==> src/rtl/cpu_pkg.sv <==
// Shared definitions for the CPU control path: opcode and ALU code
// constants, the sequencer state enumeration, the instruction classes
// produced by op_decode, and the bundle of control strobes.
package cpu_pkg;

   // Instruction opcodes (IR[31:27])
   localparam logic [4:0] OP_LD   = 5'b00000;
   localparam logic [4:0] OP_LDI  = 5'b00001;
   localparam logic [4:0] OP_ST   = 5'b00010;
   localparam logic [4:0] OP_ADD  = 5'b00011;
   localparam logic [4:0] OP_SHL  = 5'b01011;
   localparam logic [4:0] OP_ADDI = 5'b01100;
   localparam logic [4:0] OP_ANDI = 5'b01101;
   localparam logic [4:0] OP_ORI  = 5'b01110;
   localparam logic [4:0] OP_MUL  = 5'b01111;
   localparam logic [4:0] OP_DIV  = 5'b10000;
   localparam logic [4:0] OP_NEG  = 5'b10001;
   localparam logic [4:0] OP_NOT  = 5'b10010;
   localparam logic [4:0] OP_BR   = 5'b10011;
   localparam logic [4:0] OP_JR   = 5'b10100;
   localparam logic [4:0] OP_JAL  = 5'b10101;
   localparam logic [4:0] OP_IN   = 5'b10110;
   localparam logic [4:0] OP_OUT  = 5'b10111;
   localparam logic [4:0] OP_MFHI = 5'b11000;
   localparam logic [4:0] OP_MFLO = 5'b11001;
   localparam logic [4:0] OP_NOP  = 5'b11010;
   localparam logic [4:0] OP_HALT = 5'b11011;

   // ALU operation codes driven on alu_instruction_bits
   localparam logic [4:0] ALU_NONE = 5'b00000;
   localparam logic [4:0] ALU_ADD  = 5'b00011;
   localparam logic [4:0] ALU_AND  = 5'b00101;
   localparam logic [4:0] ALU_OR   = 5'b00110;

   typedef enum logic [3:0] {
      ST_T0, ST_T1, ST_T2, ST_T3, ST_T4, ST_T5, ST_T6, ST_T7, ST_HALT
   } state_t;

   typedef enum logic [3:0] {
      CLS_NOP,    // nop and every undefined opcode (jr/jal included)
      CLS_ALU3,   // three-register ALU ops
      CLS_IMM,    // addi/andi/ori
      CLS_UNARY,  // neg/not
      CLS_MULDIV, // mul/div, result split into LO/HI
      CLS_LD,
      CLS_LDI,
      CLS_ST,
      CLS_BR,
      CLS_IN,
      CLS_OUT,
      CLS_MFHI,
      CLS_MFLO,
      CLS_HALT
   } cls_t;

   typedef struct packed {
      logic PC_in, IR_in, Y_in, Z_in, HI_in, LO_in, MAR_in, MDR_in, OutPort_in, IncPC;
      logic PC_out, Zhigh_out, Zlow_out, HI_out, LO_out, MDR_out, InPort_out, C_out;
      logic Read, Write, Gra, Grb, Grc, Rin, Rout, BAout;
   } ctrl_t;

endpackage

==> src/rtl/control_sequencer_op_decode.sv <==
// op_decode: maps a 5-bit opcode onto the instruction class that steers
// the sequencer, plus the ALU code used in the instruction's compute step.
//   opcode   : instruction opcode
//   cls      : instruction class
//   alu_code : ALU operation for the compute step (0 if none)
module op_decode
   import cpu_pkg::*;
(
   input  logic [4:0] opcode,
   output cls_t       cls,
   output logic [4:0] alu_code
);

   always_comb begin
      cls      = CLS_NOP;
      alu_code = ALU_NONE;
      if (opcode >= OP_ADD && opcode <= OP_SHL) begin
         cls      = CLS_ALU3;
         alu_code = opcode;
      end else begin
         case (opcode)
            OP_ADDI: begin cls = CLS_IMM;    alu_code = ALU_ADD; end
            OP_ANDI: begin cls = CLS_IMM;    alu_code = ALU_AND; end
            OP_ORI:  begin cls = CLS_IMM;    alu_code = ALU_OR;  end
            OP_MUL,
            OP_DIV:  begin cls = CLS_MULDIV; alu_code = opcode;  end
            OP_NEG,
            OP_NOT:  begin cls = CLS_UNARY;  alu_code = opcode;  end
            // memory and branch ops all compute an effective address by adding
            OP_LD:   begin cls = CLS_LD;     alu_code = ALU_ADD; end
            OP_LDI:  begin cls = CLS_LDI;    alu_code = ALU_ADD; end
            OP_ST:   begin cls = CLS_ST;     alu_code = ALU_ADD; end
            OP_BR:   begin cls = CLS_BR;     alu_code = ALU_ADD; end
            OP_IN:   cls = CLS_IN;
            OP_OUT:  cls = CLS_OUT;
            OP_MFHI: cls = CLS_MFHI;
            OP_MFLO: cls = CLS_MFLO;
            OP_HALT: cls = CLS_HALT;
            default: cls = CLS_NOP;
         endcase
      end
   end

endmodule

==> src/rtl/control_sequencer.sv <==
// control_sequencer: Moore control unit of the multi-cycle CPU. Every
// instruction runs the T0..T2 fetch, is decoded in T3 and then steps
// through its own T3..T7 sequence before returning to T0; halt parks the
// machine in HALT until clr.
//   clk, clr         : clock, synchronous active-high reset
//   IR_Data, CON_out : current instruction, branch-condition result
//   *_in / IncPC     : register load strobes
//   *_out            : bus drive strobes
//   Read..BAout      : memory and register select/encode controls
//   alu_instruction_bits : ALU op code, 0 outside compute steps
//   halted           : high in HALT
module control_sequencer
   import cpu_pkg::*;
(
   input  logic        clk,
   input  logic        clr,
   input  logic [31:0] IR_Data,
   input  logic        CON_out,
   output logic        PC_in, IR_in, Y_in, Z_in, HI_in, LO_in, MAR_in, MDR_in,
   output logic        OutPort_in, IncPC,
   output logic        PC_out, Zhigh_out, Zlow_out, HI_out, LO_out, MDR_out,
   output logic        InPort_out, C_out,
   output logic        Read, Write, Gra, Grb, Grc, Rin, Rout, BAout,
   output logic [4:0]  alu_instruction_bits,
   output logic        halted
);

   state_t     state;
   logic [4:0] op_q;     // opcode latched at the end of T3
   logic       br_flag;  // CON_out captured at the end of T3
   logic [4:0] op_cur;
   cls_t       cls;
   logic [4:0] alu_code;
   ctrl_t      c;
   logic [4:0] alu_c;
   logic       halted_c;

   // Only the opcode field matters here.
   logic unused_ir;
   assign unused_ir = ^IR_Data[26:0];

   // IR is loaded at the end of T2, so during T3 the live IR is the only
   // source; afterwards the latched copy keeps the sequence stable even
   // if IR changes.
   assign op_cur = (state == ST_T3) ? IR_Data[31:27] : op_q;

   op_decode u_dec (
      .opcode   (op_cur),
      .cls      (cls),
      .alu_code (alu_code)
   );

   always_ff @(posedge clk) begin
      if (clr) begin
         state   <= ST_T0;
         br_flag <= 1'b0;
         op_q    <= '0;
      end else begin
         case (state)
            ST_T0: state <= ST_T1;
            ST_T1: state <= ST_T2;
            ST_T2: state <= ST_T3;
            ST_T3: begin
               op_q    <= IR_Data[31:27];
               br_flag <= CON_out;
               case (cls)
                  CLS_ALU3, CLS_IMM, CLS_UNARY, CLS_MULDIV,
                  CLS_LD, CLS_LDI, CLS_ST, CLS_BR: state <= ST_T4;
                  CLS_HALT:                        state <= ST_HALT;
                  default:                         state <= ST_T0;
               endcase
            end
            ST_T4: state <= (cls == CLS_UNARY) ? ST_T0 : ST_T5;
            ST_T5: state <= (cls == CLS_MULDIV || cls == CLS_LD ||
                             cls == CLS_ST || cls == CLS_BR) ? ST_T6 : ST_T0;
            ST_T6: state <= (cls == CLS_LD || cls == CLS_ST) ? ST_T7 : ST_T0;
            ST_T7: state <= ST_T0;
            ST_HALT: state <= ST_HALT;
            default: state <= ST_T0;
         endcase
      end
   end

   always_comb begin
      c        = '0;
      alu_c    = ALU_NONE;
      halted_c = 1'b0;
      case (state)
         ST_T0: begin c.PC_out = 1'b1; c.MAR_in = 1'b1; c.IncPC = 1'b1; c.Z_in = 1'b1; end
         ST_T1: begin c.Zlow_out = 1'b1; c.PC_in = 1'b1; c.Read = 1'b1; c.MDR_in = 1'b1; end
         ST_T2: begin c.MDR_out = 1'b1; c.IR_in = 1'b1; end
         ST_T3: begin
            case (cls)
               CLS_ALU3, CLS_IMM: begin c.Grb = 1'b1; c.Rout = 1'b1; c.Y_in = 1'b1; end
               CLS_UNARY: begin
                  c.Grb = 1'b1; c.Rout = 1'b1; c.Z_in = 1'b1; alu_c = alu_code;
               end
               CLS_MULDIV: begin c.Gra = 1'b1; c.Rout = 1'b1; c.Y_in = 1'b1; end
               CLS_LD, CLS_LDI, CLS_ST: begin c.Grb = 1'b1; c.BAout = 1'b1; c.Y_in = 1'b1; end
               CLS_BR:   begin c.Gra = 1'b1; c.Rout = 1'b1; end
               CLS_IN:   begin c.Gra = 1'b1; c.Rin = 1'b1; c.InPort_out = 1'b1; end
               CLS_OUT:  begin c.Gra = 1'b1; c.Rout = 1'b1; c.OutPort_in = 1'b1; end
               CLS_MFHI: begin c.HI_out = 1'b1; c.Gra = 1'b1; c.Rin = 1'b1; end
               CLS_MFLO: begin c.LO_out = 1'b1; c.Gra = 1'b1; c.Rin = 1'b1; end
               default: ;
            endcase
         end
         ST_T4: begin
            case (cls)
               CLS_ALU3: begin
                  c.Grc = 1'b1; c.Rout = 1'b1; c.Z_in = 1'b1; alu_c = alu_code;
               end
               CLS_IMM, CLS_LD, CLS_LDI, CLS_ST: begin
                  c.C_out = 1'b1; c.Z_in = 1'b1; alu_c = alu_code;
               end
               CLS_UNARY: begin c.Zlow_out = 1'b1; c.Gra = 1'b1; c.Rin = 1'b1; end
               CLS_MULDIV: begin
                  c.Grb = 1'b1; c.Rout = 1'b1; c.Z_in = 1'b1; alu_c = alu_code;
               end
               CLS_BR: begin c.PC_out = 1'b1; c.Y_in = 1'b1; end
               default: ;
            endcase
         end
         ST_T5: begin
            case (cls)
               CLS_ALU3, CLS_IMM, CLS_LDI: begin
                  c.Zlow_out = 1'b1; c.Gra = 1'b1; c.Rin = 1'b1;
               end
               CLS_MULDIV:     begin c.Zlow_out = 1'b1; c.LO_in = 1'b1; end
               CLS_LD, CLS_ST: begin c.Zlow_out = 1'b1; c.MAR_in = 1'b1; end
               CLS_BR: begin c.C_out = 1'b1; c.Z_in = 1'b1; alu_c = alu_code; end
               default: ;
            endcase
         end
         ST_T6: begin
            case (cls)
               CLS_MULDIV: begin c.Zhigh_out = 1'b1; c.HI_in = 1'b1; end
               CLS_LD:     begin c.Read = 1'b1; c.MDR_in = 1'b1; end
               CLS_ST:     begin c.Gra = 1'b1; c.Rout = 1'b1; c.MDR_in = 1'b1; end
               CLS_BR: begin
                  // branch target is written back only when the condition held
                  c.Zlow_out = br_flag; c.PC_in = br_flag;
               end
               default: ;
            endcase
         end
         ST_T7: begin
            case (cls)
               CLS_LD: begin c.MDR_out = 1'b1; c.Gra = 1'b1; c.Rin = 1'b1; end
               CLS_ST: c.Write = 1'b1;
               default: ;
            endcase
         end
         ST_HALT: halted_c = 1'b1;
         default: ;
      endcase
      // clr silences everything immediately, not just from the next edge
      if (clr) begin
         c        = '0;
         alu_c    = ALU_NONE;
         halted_c = 1'b0;
      end
   end

   assign PC_in      = c.PC_in;
   assign IR_in      = c.IR_in;
   assign Y_in       = c.Y_in;
   assign Z_in       = c.Z_in;
   assign HI_in      = c.HI_in;
   assign LO_in      = c.LO_in;
   assign MAR_in     = c.MAR_in;
   assign MDR_in     = c.MDR_in;
   assign OutPort_in = c.OutPort_in;
   assign IncPC      = c.IncPC;
   assign PC_out     = c.PC_out;
   assign Zhigh_out  = c.Zhigh_out;
   assign Zlow_out   = c.Zlow_out;
   assign HI_out     = c.HI_out;
   assign LO_out     = c.LO_out;
   assign MDR_out    = c.MDR_out;
   assign InPort_out = c.InPort_out;
   assign C_out      = c.C_out;
   assign Read       = c.Read;
   assign Write      = c.Write;
   assign Gra        = c.Gra;
   assign Grb        = c.Grb;
   assign Grc        = c.Grc;
   assign Rin        = c.Rin;
   assign Rout       = c.Rout;
   assign BAout      = c.BAout;
   assign alu_instruction_bits = alu_c;
   assign halted     = halted_c;

endmodule

==> config.mk <==
export PLATFORM = sky130hd
export DESIGN_NAME = control_sequencer
export DESIGN_NICKNAME = d
export VERILOG_FILES = /design/src/rtl/cpu_pkg.sv /design/src/rtl/control_sequencer_op_decode.sv /design/src/rtl/control_sequencer.sv
export SDC_FILE = /design/constraint.sdc
export NUM_CORES = 1
export LEC_CHECK = 0
export CAP_MARGIN = 20
export CORE_ASPECT_RATIO = 2
export CORE_UTILIZATION = 25
export CTS_CLUSTER_DIAMETER = 100
export DETAILED_ROUTE_END_ITERATION = 12
export PLACE_DENSITY = 0.57
export SLEW_MARGIN = 20
export SYNTH_ARGS = -nofsm -noshare
export SYNTH_HDL_FRONTEND = slang
export SYNTH_SLANG_ARGS = --single-unit
==> constraint.sdc <==
create_clock -name clk -period 2.5 [get_ports clk]
set_clock_uncertainty 0.1 [all_clocks]
set_input_delay 0.375 -clock clk [delete_from_list [all_inputs] [get_ports clk]]
set_output_delay 0.375 -clock clk [all_outputs]
set_load 0.05 [all_outputs]
==> results of run 1 <==
## worst max-delay path, stage by stage, from the launching register on
cell,delay [ns]
dfxtp_2,0.32
and4bb_2,0.34
buf_4,0.13
mux2i_1,0.19
buf_4,0.17
a211oi_2,0.09
a211o_1,0.28
a311oi_4,0.33
buf_12,0.18
## cell type report
cell class	instances	area [sq um]
inverter	5	18.8
timing repair buffer	130	1430
fill	528	2490
multi-input combinational	195	1690
sequential	10	208
tap	63	78.8
clock buffer	4	88.8
## repair_timing
item                                    4_1_cts  5_1_grt
pin swaps                                    19       15
endpoints found under the setup margin       26       23
gates resized for setup                      67       21
setup buffers                                 4        5
## registers in the layout, indices dropped and copies added, names as in the netlist
name	cells
state	4
op_q	5
br_flag	1
## placed cells by master, fill, tap and decap left out, types with 5 or more instances in the layout
cell / n
buf_12: 31
inv_1: 5
buf_6: 9
nor2_1: 21
a21oi_4: 6
dfxtp_2: 6
a21oi_2: 5
nand2b_1: 8
nor3_1: 8
nand3_1: 5
a21oi_1: 12
buf_4: 81
nand2_1: 19
nor2_2: 5
## kinds of logic (layout without fill, tap and decap cells)
kind of cell,count (synthesis),count (layout),synth area share (%)
xor+xnor,2,2,1.13
compound gates,66,66,28.1
simple gates,116,116,40.7
buf+inv,29,139,9.10
mux,11,11,8.05
flops,10,10,12.9
## synthesized netlist by cell type (2+ instances only)
cell,n
buf_6,2
buf_2,5
nand4b_1,4
a21oi_1,23
a211oi_1,7
nor2_1,27
o21bai_1,2
buf_4,3
nand3_1,7
o211ai_1,4
a211o_1,2
and2_1,2
mux2_2,2
nand4_1,2
nor2b_1,7
o22ai_1,2
and4bb_1,2
a311oi_1,3
clkbuf_1,13
nor3b_1,4
nand2b_1,9
nand2_1,21
nand3b_1,2
dfxtp_1,10
o31ai_1,4
nor3_1,11
nor4_1,7
or3_1,4
inv_1,5
a31oi_1,2
nor4b_1,2
o221ai_1,2
a221oi_1,2
o21ai_0,6
xnor2_1,2
o21a_1,3
mux2i_1,8
## through the flow
step | TNS [ns] | worst slack, ns | power [uW] | hold slack, ns | instances
6_report | -2.92 | -0.246 | 1280 | 0.381 | 407
5_1_grt | -4.35 | -0.302 | 1340 | 0.403 | 407
4_1_cts | -1.83 | -0.172 | 1240 | 0.388 | 402
3_5_place_dp | -5.93 | -0.444 | 848 | 0.382 | 395
3_3_place_gp | -5.84 | -0.454 | 842 | 0.375 | 395
2_1_floorplan | -0.648 | -0.305 | 555 | 0.336 | 234
## layer usage
layer	part of all wire (%)	wire [um]	GRT usage (%)
met1	34	2510	22.9
met2	57	4230	44.7
met3	3.6	265	2.61
met4	5.3	394	12.2
met5	0	0	0
## report_power, final
| group | internal (uW) | leakage, uW | switching (uW) |
|---|---|---|---|
| registers | 175 | 0.0000842 | 16.2 |
| logic | 351 | 0.00128 | 421 |
| clock network | 241 | 0.0000442 | 80.4 |
| total | 767 | 0.00141 | 518 |
## how the worst max path moves through the flow
stage                start  slack (ns)         to  depth (start not counted)
2_1_floorplan     state[0]       -0.30  Zhigh_out                          8
3_3_place_gp   IR_Data[31]       -0.45       Z_in                          7
3_5_place_dp   IR_Data[31]       -0.44       Z_in                          7
4_1_cts           state[2]       -0.17       Z_in                          9
5_1_grt           state[3]       -0.30       Rout                          8
6_report          state[3]       -0.25       Rout                          8
==> results.toml, run 1 <==
[run_status]
status = "finished, violations left"
violations = "design-rule violations, negative setup slack"

[hold_path]
hold_start = "br_flag"
whs_endpoint = "br_flag"
holdPathStages = 2
hold_class = "flip-flop to flip-flop"

[placed_design]
gp_congestion = 0.952
numPortBuffers = 39
dp_hpwl_mm = 5.63
place_area_sq_mm = 0.00297

[finish]
finish.utilization_pct = 58.5
area_growth_pct = 126
design_area_sq_mm = 0.00351
diodes = 0
drive_gt1_share_pct = 58.4
nets = 380

[clocking]
clkLatencyLatePin_ns = 0.24
htreeDepth = 1
ctsHoldBuffers = 0
cts_tree = "built"
path_clk_slew_ns = 0.04
ctsLongestPathBuffers = 2
cts_sinks = 10
cts_buffers = 3
root_buffer = "clkbuf_16"

[sta]
rsz0062_at_grt = "yes"
fin_crit_sh_pct = 110
tightest_slew_ns = 0.578
hold_viol = 0
finalSetupViolations = 18
drv_slew = 0
fmax_mhz = 364
fin_crit_ns = 2.75
slew_headroom_pct = 61.1
setup_ws_ns = -0.246

[global_routing]
grt_usage_pct = 23.1
grt_pass1_vias = 2373
grt_max_degree = 19
grt_pass1_wl_mm = 11.8
grt-ovfl-total = 0
antenna_found_initial = 0

[power_and_ir_drop]
ir_drop_mv = 0.395
power_density_mw_per_mm2 = 366
leakage_uw = 0.00141

[route]
drtPass1Iterations = 8
num_vias = 2311
post-route-drc-count = 1
routed_wirelength_mm = 7.39
drtAntennaViolNets = 0
wl_per_cell_um = 18.2
avgViaCountPerCell = 5.68
drt-initial-drc-count = 85

[logic_synthesis]
synth_nets = 269
ys_ff_latch = 10
synth_warnings = 0
postSynthAreaPerCell_sq_um = 6.64
synthArstFlopShare_pct = 0
ys.flop_type = "dfxtp_1"
synth.yosys.seq_area_share_pct = 12.9
yosys-top-cells-area = "dfxtp_1 13%, a21oi_1 7.4%, nor2_1 6.5%"
synth_edf_count = 0
synth_area_leader_cell = "dfxtp_1"
synth_top_area_share_pct = 12.9
synth_area_sq_mm = 0.00155
synthCells = 234
synth_cell_type_count = 48

[critical_path]
crit_fanout = 4
reg2reg_to = "state[1]"
worst-r2r-cell-count = 7
crit_type = "flip-flop to output port"
start_kind = "flip-flop"
endpoint_kind = "output port"
arrival_ns = 2.27
reg2reg_slack_ns = 0.40
worstReg2RegStart = "state[1]"
critPathRequiredTime_ns = 2.03

[floorplanning]
ios = 67
coreArea_sq_mm = 0.00601
die_h_um = 114
num_rows = 40
initial_core_util_pct = 25.9
die_area_sq_mm = 0.00655
dieWidth_um = 57.8

[run]
drv_cap = 0
Note: power is estimated with default switching activity, not from simulation.
==> run 2, diff against run 1 <==
CTS_CLUSTER_DIAMETER = default   (was 100)
==> results of run 2 <==
Same layout as run 1: the final DEF is identical, and so are final timing and power.
==> run 3, diff against run 2 <==
CTS_BUF_LIST = sky130_fd_sc_hd__clkbuf_8   (was default)
==> run 3 against run 2 <==
Effect of this change:
- the flow still finishes with violations (design-rule violations, negative setup slack)
- clock power fell by 36%
- global-route usage fell by 0.28 points
- power fell by 9.8%
- non-clock buffer count fell by 1
- worst setup slack improved by 0.036 ns
- final cell count fell by 0.25%
- combinational power fell by 1%
- core utilization fell by 0.75 points
- clock-buffer cell count did not move
==> results.toml, run 3 (synthesized netlist as in run 1, its figures left out) <==
[run_status]
status = "finished, violations left"
violations = "design-rule violations, negative setup slack"

[finish]
stdcell_count = 406
drive_gt1_share_pct = 58.0
largest_registers = "op_q x5, state x4, br_flag x1"
design_area_sq_mm = 0.00347
layout_common_cells = "80 x buf_4, 31 x buf_12, 21 x nor2_1"
nets = 379
largest_reg_flops = 5
top_register = "op_q"
diodes = 0
final_common_cell = "buf_4"
area_growth_pct = 123

[power_and_ir_drop]
leakage_uw = 0.00139
power_density_mw_per_mm2 = 334
ir_drop_mv = 0.241

[global_routing]
grt_usage_pct = 22.8
grt_max_degree = 19
grt_pass1_wl_mm = 11.7
grt_pass1_vias = 2375
grt-ovfl-total = 0
antenna_found_initial = 0

[route]
drtPass1Iterations = 8
wl_per_cell_um = 17.8
num_vias = 2305
drtAntennaViolNets = 0
post-route-drc-count = 1
routed_wirelength_mm = 7.22
avgViaCountPerCell = 5.68
drt-initial-drc-count = 76

[floorplanning]
num_rows = 40
initial_core_util_pct = 25.9
dieWidth_um = 57.8
coreArea_sq_mm = 0.00601
die_h_um = 114
ios = 67
die_area_sq_mm = 0.00655

[critical_path]
endpoint_kind = "output port"
critPathBufInv = 3
arrival_ns = 2.24
critPathRequiredTime_ns = 2.03
path_common_cell = "buf_4"
crit_type = "flip-flop to output port"
worst-r2r-cell-count = 7
slowest_stage = "and4bb_2"
critical-path-top-delay-family = "compound AO/OA/AOI/OAI gates"
cp_cell_sequence = "and4bb_2 -> buf_4 -> mux2i_1 -> buf_4 -> a211oi_2 -> a211o_1 -> a311oi_4 -> buf_12"
start_kind = "flip-flop"
reg2reg_slack_ns = 0.41
slowest_delay_ns = 0.34
reg2reg_to = "state[1]"
crit_fanout = 4
worstReg2RegStart = "state[1]"

[placed_design]
place_area_sq_mm = 0.00297
dp.cells = 395
dp_hpwl_mm = 5.63
gp_congestion = 0.952
pre_cts_ws_ns = -0.444
numPortBuffers = 39

[clocking]
root_buffer = "clkbuf_8"
htreeDepth = 1
cts_buffers = 3
clkLatencyLatePin_ns = 0.24
cts_sinks = 10
path_clk_slew_ns = 0.05
ctsLongestPathBuffers = 2
ctsHoldBuffers = 0
cts_tree = "built"

[sta]
setup_ws_ns = -0.210
finalSetupViolations = 18
slew_headroom_pct = 63.1
fmax_mhz = 369
fin_crit_ns = 2.71
drv_slew = 0
fin_crit_sh_pct = 108
tns_ns = -2.83
rsz0062_at_grt = "yes"
hold_viol = 0
tightest_slew_ns = 0.549

[hold_path]
whs_endpoint = "br_flag"
holdPathStages = 2
hold_class = "flip-flop to flip-flop"
hold_start = "br_flag"

[run]
drv_cap = 0
==> run 3: changes by cell type in the layout (fill, tap and decap cells not counted), sizes merged <==
cell           change
buf                -1
clkdlybuf4s15      -1
dlygate4sd2        +1
==> run 3: worst max path at each step <==
stage / start / endpoint / slack (ns) / cells after the start
after global routing: state[3] / alu_instruction_bits[0] / -0.26 / 8
after CTS: state[2] / Z_in / -0.18 / 9
final: state[3] / Rout / -0.21 / 8
after detailed placement: IR_Data[31] / Z_in / -0.44 / 7
after global placement: IR_Data[31] / Z_in / -0.45 / 7
after floorplan: state[0] / Zhigh_out / -0.30 / 8
==> run 3: cell type report <==
type	count	area [sq um]
Multi-Input combinational cell	195	1690
Fill cell	531	2540
Tap cell	63	78.8
Sequential cell	10	208
Clock buffer	4	55.1
Timing Repair Buffer	129	1420
Inverter	5	18.8
==> run 3: tightest hold or removal path, delay by kind of cell, from the launching register on <==
kind	cells	cell delay, ns
flip-flops	1	0.32
AO/OA/AOI/OAI	1	0.05
AND/OR/NAND/NOR	1	0.06
==> run 3: what timing repair did <==
item,4_1_cts,5_1_grt
pin swaps,19,15
buffers inserted,4,4
gates resized for setup,65,21
hold endpoints to repair,0,0
endpoints found under the setup margin,26,23
==> run 3: report_power, final <==
group	internal (uW)	switching (uW)
clock	139	66.1
sequential	174	16.2
combinational	348	416
total	661	498
==> run 3: metal layers <==
layer,wire length [um],global-route usage [%]
met5,0,0
met4,382,11.9
met3,230,2.38
met2,4130,44.2
met1,2470,22.7
==> run 3: metrics by stage <==
step	power (uW)	hold WS, ns	utilization (%)
detailed placement	848	0.382	49.5
finish	1160	0.383	57.7
floorplan	555	0.336	-
global placement	842	0.375	49.5
global route	1220	0.404	57.7
CTS	1120	0.389	55.5
